===== src/rtl/mem_arbiter.sv =====
`default_nettype none
// ============================================================================
// Module      : mem_arbiter
// Description : Shares one single-port synchronous RAM between the
//               instruction-fetch port (i_*) and the load/store port (d_*).
//               At most one access is granted per cycle. Data normally wins
//               over fetch; a fetch that has been stalled for MAX_WAIT
//               consecutive cycles wins instead. Read data comes back one
//               cycle after the grant, to the port that issued the read.
//
// Parameters  : DEPTH    - RAM depth in 32-bit words
//               ADDR_W   - RAM word-address width, equal to clog2(DEPTH)
//               MAX_WAIT - stalled fetch cycles before fetch wins (1..255)
//               WORD_LEN - data / byte-address width
//
// Ports       : clk, rst_n                     clock, sync active-low reset
//               i_req, i_addr, i_kill          fetch request / flush
//               i_gnt, i_rvalid, i_rdata       fetch grant / response
//               d_req, d_we, d_addr, d_wdata   data request
//               d_gnt, d_rvalid, d_rdata       data grant / response
//               mem_addr, mem_wen, mem_wdata   RAM drive
//               mem_rdata                      RAM read data (1-cycle latency)
//
// Revision    : 1.0 - initial release
// ============================================================================
module mem_arbiter #(
    parameter int DEPTH    = 4096,
    parameter int ADDR_W   = 12,
    parameter int MAX_WAIT = 4,
    parameter int WORD_LEN = 32
) (
    input  logic                clk,
    input  logic                rst_n,

    input  logic                i_req,
    input  logic [WORD_LEN-1:0] i_addr,
    input  logic                i_kill,
    output logic                i_gnt,
    output logic                i_rvalid,
    output logic [WORD_LEN-1:0] i_rdata,

    input  logic                d_req,
    input  logic                d_we,
    input  logic [WORD_LEN-1:0] d_addr,
    input  logic [WORD_LEN-1:0] d_wdata,
    output logic                d_gnt,
    output logic                d_rvalid,
    output logic [WORD_LEN-1:0] d_rdata,

    output logic [ADDR_W-1:0]   mem_addr,
    output logic                mem_wen,
    output logic [WORD_LEN-1:0] mem_wdata,
    input  logic [WORD_LEN-1:0] mem_rdata
);

    // In-flight read owner encoding
    localparam logic [1:0] c_OWN_NONE   = 2'd0;
    localparam logic [1:0] c_OWN_IFETCH = 2'd1;
    localparam logic [1:0] c_OWN_DLOAD  = 2'd2;

    localparam logic [7:0] c_MAX_WAIT   = 8'(MAX_WAIT);

    logic [1:0]        r_owner;
    logic [7:0]        r_wait_cnt;

    logic              w_fetch_starved;
    logic              w_i_gnt;
    logic              w_d_gnt;
    logic [ADDR_W-1:0] w_i_word;
    logic [ADDR_W-1:0] w_d_word;

    // Byte-offset bits and address bits above the RAM are deliberately
    // dropped (addresses wrap within the RAM).
    logic              w_unused_bits;
    assign w_unused_bits = ^{i_addr[WORD_LEN-1:ADDR_W+2], i_addr[1:0],
                             d_addr[WORD_LEN-1:ADDR_W+2], d_addr[1:0]};

    assign w_i_word = i_addr[ADDR_W+1:2];
    assign w_d_word = d_addr[ADDR_W+1:2];

    // ------------------------------------------------------------------
    // Arbitration: data has priority unless fetch has waited MAX_WAIT
    // cycles. Grants are suppressed while reset is asserted.
    // ------------------------------------------------------------------
    assign w_fetch_starved = (r_wait_cnt == c_MAX_WAIT);
    assign w_i_gnt         = rst_n & i_req & (~d_req | w_fetch_starved);
    assign w_d_gnt         = rst_n & d_req & ~w_i_gnt;

    assign i_gnt = w_i_gnt;
    assign d_gnt = w_d_gnt;

    // ------------------------------------------------------------------
    // RAM drive. With no data grant the fetch address is presented, which
    // also covers the idle case.
    // ------------------------------------------------------------------
    assign mem_addr  = w_d_gnt ? w_d_word : w_i_word;
    assign mem_wen   = w_d_gnt & d_we;
    assign mem_wdata = d_wdata;

    // ------------------------------------------------------------------
    // Fetch wait counter and in-flight owner
    // ------------------------------------------------------------------
    always_ff @(posedge clk) begin
        if (!rst_n) begin
            r_wait_cnt <= 8'd0;
            r_owner    <= c_OWN_NONE;
        end else begin
            if (!i_req || w_i_gnt) begin
                r_wait_cnt <= 8'd0;
            end else if (r_wait_cnt != c_MAX_WAIT) begin
                r_wait_cnt <= r_wait_cnt + 8'd1;
            end

            if (w_i_gnt) begin
                r_owner <= c_OWN_IFETCH;
            end else if (w_d_gnt && !d_we) begin
                r_owner <= c_OWN_DLOAD;
            end else begin
                r_owner <= c_OWN_NONE;
            end
        end
    end

    // ------------------------------------------------------------------
    // Responses. Gating with rst_n drops a response whose read was granted
    // in the cycle just before reset was asserted.
    // ------------------------------------------------------------------
    assign i_rvalid = rst_n & (r_owner == c_OWN_IFETCH) & ~i_kill;
    assign d_rvalid = rst_n & (r_owner == c_OWN_DLOAD);
    assign i_rdata  = mem_rdata;
    assign d_rdata  = mem_rdata;

endmodule
`default_nettype wire


===== config.mk =====
export PLATFORM = sky130hd
export DESIGN_NAME = mem_arbiter
export DESIGN_NICKNAME = d
export VERILOG_FILES = /design/src/rtl/mem_arbiter.sv
export SDC_FILE = /design/constraint.sdc
export NUM_CORES = 1
export LEC_CHECK = 0
export CAP_MARGIN = 25
export CELL_PAD_IN_SITES_DETAIL_PLACEMENT = 1
export CELL_PAD_IN_SITES_GLOBAL_PLACEMENT = 1
export CORE_MARGIN = 1
export CORE_UTILIZATION = 13
export DETAILED_ROUTE_END_ITERATION = 8
export PLACE_DENSITY_LB_ADDON = 0.25
export SLEW_MARGIN = 20
export SYNTH_ARGS = -nofsm -noshare
export SYNTH_HDL_FRONTEND = slang
export SYNTH_SLANG_ARGS = --single-unit

===== constraint.sdc =====
create_clock -name clk -period 2.7 [get_ports clk]
set_input_delay 0.27 -clock clk [delete_from_list [all_inputs] [get_ports clk]]
set_output_delay 0.27 -clock clk [all_outputs]
set_load 0.03 [all_outputs]

==> flow_summary.yaml, run 1 <==
die:
  die-height_um: 106
  die_w_um: 106
  start_util_pct: 13.4
  core_region_area_um2: 10400
  ios: 247
  rows: 37
  die-area_um2: 11100
final_layout:
  fillers: 1256
  antenna_cells: 0
  fin_util_pct: 13.5
  nets: 259
  syn_to_final_growth_pct: 0.629
  final_layout_size_suffix_gt1_share_pct: 19.7
detailed_routing:
  drt_wl_total_mm: 2.49
  wire_per_inst_um: 9.64
  drt-initial-drc-count: 6
  drc: 0
  drt_pre_antenna_iters: 4
  route.vias.total: 784
  postRouteAntennaNets: 0
  viasPerCell: 3.04
sta:
  slew-limit-headroom_pct: 75.8
  post-route-period-util_pct: 97.2
  rsz0062_at_grt: "no"
  hold_violations: 0
  final.setup_skew_ps: 2.97
  worst_slew_pin_slew_ps: 358
  slew_violations: 0
  fmax_mhz: 381
  setup_viol: 0
  fin_crit_ps: 2620
  tns_ps: 0
critical_path:
  start_kind: "flop"
  crit_required_ps: 2430
  worstPathArrival_ps: 2350
  crit_path_start: "r_wait_cnt[0]"
  crit_fanout: 15
  rr_endpoint: "r_owner[1]"
  rr_startpoint: "r_wait_cnt[0]"
  rrSetupSlack_ps: 1260
  critPathCapture: "mem_addr[2]"
  reg2reg_depth: 6
  critical_path_class: "reg -> out"
  end_kind: "output port"
place:
  gp_congestion: 0.602
  port_buffers: 46
  dp.final_hpwl_mm: 2.06
logic_synthesis:
  avgSynthCellArea_um2: 8.45
  yosysSeqAreaShare_pct: 14.4
  syn_nets: 301
  ys_ff_latch: 10
  syn_area_um2: 1390
  yosys_warnings: 0
  synth.distinct_cells: 24
  syn_inst: 165
flow_run:
  cap_violations: 0
pwr:
  power_density_nw_per_um2: 356
  p_leak_nw: 0.509
  vdd_drop_max_mv: 0.103
clock_tree:
  clk_latency_ps: 240
  cts_setup_buffers: 0
  numCtsBuffers: 3
  clock-sinks: 10
  cts_tree: "built"
  clk_path_buf_depth: 2
  cts_root_buf: "clkbuf_8"
  clk_pin_slew_ps: 50
  htreeDepth: 1
worst_hold_path:
  hp-class: "reg -> reg"
  min_from: "r_wait_cnt[7]"
run_status:
  status: "finished, final reports clean"
global_route:
  track_usage_pct: 4.57
  grt_pass1_vias: 856
  overflow: 0
  grt_antenna_before_repair: 0
  grt_max_degree: 16
  grt_pass1_wl_mm: 3.87
-- kinds of logic (layout without fill, tap and decap cells) --
kind of cell    Yosys count  after routing  synth area share [%]
simple gates             25             25                  10.6
xor+xnor                  3              3                  1.89
mux                      12             12                  11.6
buf+inv                 102             59                  53.9
compound gates           11             11                  5.83
flops                    10             10                  14.4
fa+ha+maj                 2              2                  1.80
-- registers in the layout (all words and copies together) (netlist names) --
register    count
r_wait_cnt      8
r_owner         2
-- layout by cell type, fill, tap and decap left out, drive strengths merged, types with 4 or more instances in the layout --
cell	Yosys	layout
clkdlybuf4s50	0	42
dfxtp	10	10
nor2	6	6
a21oi	6	6
clkbuf	0	4
dlymetal6s2s	0	4
buf	98	5
nand2	4	4
inv	4	4
mux2	12	12
nand3	6	6
-- synthesized netlist by cell type (all sizes together) --
cell type | count | area [um2]
buf | 98 | 737
mux2 | 12 | 161
dfxtp | 10 | 200
a21oi | 6 | 30.0
nand3 | 6 | 30.0
nor2 | 6 | 22.5
inv | 4 | 15.0
nand2 | 4 | 15.0
o21ai | 3 | 15.0
or3 | 3 | 18.8
ha | 2 | 25.0
nor4b | 2 | 32.5
xor2 | 2 | 17.5
a31o | 1 | 8.76
a41oi | 1 | 27.5
and2 | 1 | 6.26
nand4 | 1 | 6.26
nor2b | 1 | 6.26
nor4bb | 1 | 10.0
xnor2 | 1 | 8.76
-- how the worst min path moves through the flow --
stage | to | slack (ps) | cells past startpoint
finish | r_wait_cnt[7] | 490 | 2
global route | r_wait_cnt[7] | 530 | 2
CTS | r_wait_cnt[7] | 500 | 2
detailed placement | r_wait_cnt[7] | 490 | 2
global placement | r_wait_cnt[7] | 470 | 2
floorplan | r_owner[1] | 340 | 1
-- timing repair --
item                                    4_1_cts  5_1_grt
hold buffers                                  0        0
endpoints found under the setup margin        0        4
resized for setup                             0        4
-- power breakdown --
group          internal [mW]  switching, mW
registers              0.150       0.000980
logic                 0.0912         0.0651
clock network          0.129         0.0637
-- stage by stage --
step	std cells	cell area, um2	power [mW]	hold WS [ps]	setup WS, ps
floorplan	165	1390	0.493	342	769
global placement	254	1340	0.314	473	180
detailed placement	254	1340	0.313	491	182
CTS	258	1390	0.512	498	16.1
global route	258	1400	0.525	529	2.73
finish	258	1400	0.499	493	76.1
-- cell type report --
| class | count | area (um2) | share of cell area, % |
|---|---|---|---|
| clock buffers | 4 | 55.1 | 3.93 |
| inverters | 4 | 15.0 | 1.07 |
| multi-input cells | 53 | 442 | 31.5 |
| flip-flops and latches | 10 | 200 | 14.3 |
| well taps | 136 | 170 | 12.1 |
| repair buffers | 51 | 520 | 37.1 |
-- per-layer routing --
metal  share of wire, %  up-vias  global-route usage (%)
met1                 33      350                    3.99
met3                 18       21                    2.54
met5                  0        -                       0
li1                   -      352                       -
met4                6.2        0                    5.85
met2                 43       61                    6.67
-- critical path, cell delays in order (launching register included) --
cell and delay (ps):
dfxtp_1 320, inv_1 50, ha_1 240, nor4b_4 160
a41oi_4 230, buf_12 180, mux2_2 330, clkdlybuf4s50_1 590
No activity file was read; power rests on OpenSTA's default activity.
==> run 2, diff against run 1 <==
--- a/config.mk
+++ b/config.mk
@@ -5,6 +5,7 @@
 export SDC_FILE = /design/constraint.sdc
 export NUM_CORES = 1
 export LEC_CHECK = 0
+export ABC_AREA = 0
 export CAP_MARGIN = 25
 export CELL_PAD_IN_SITES_DETAIL_PLACEMENT = 1
 export CELL_PAD_IN_SITES_GLOBAL_PLACEMENT = 1
==> results of run 2 <==
No change in the layout: final DEF, timing and power equal those of run 1.
==> run 3, diff against run 2 <==
--- a/config.mk
+++ b/config.mk
@@ -13,7 +13,7 @@
 export CORE_UTILIZATION = 13
 export DETAILED_ROUTE_END_ITERATION = 8
 export PLACE_DENSITY_LB_ADDON = 0.25
-export SLEW_MARGIN = 20
+export SLEW_MARGIN = 0
 export SYNTH_ARGS = -nofsm -noshare
 export SYNTH_HDL_FRONTEND = slang
 export SYNTH_SLANG_ARGS = --single-unit
==> results of run 3 <==
No change in the layout: final DEF, timing and power equal those of run 1.
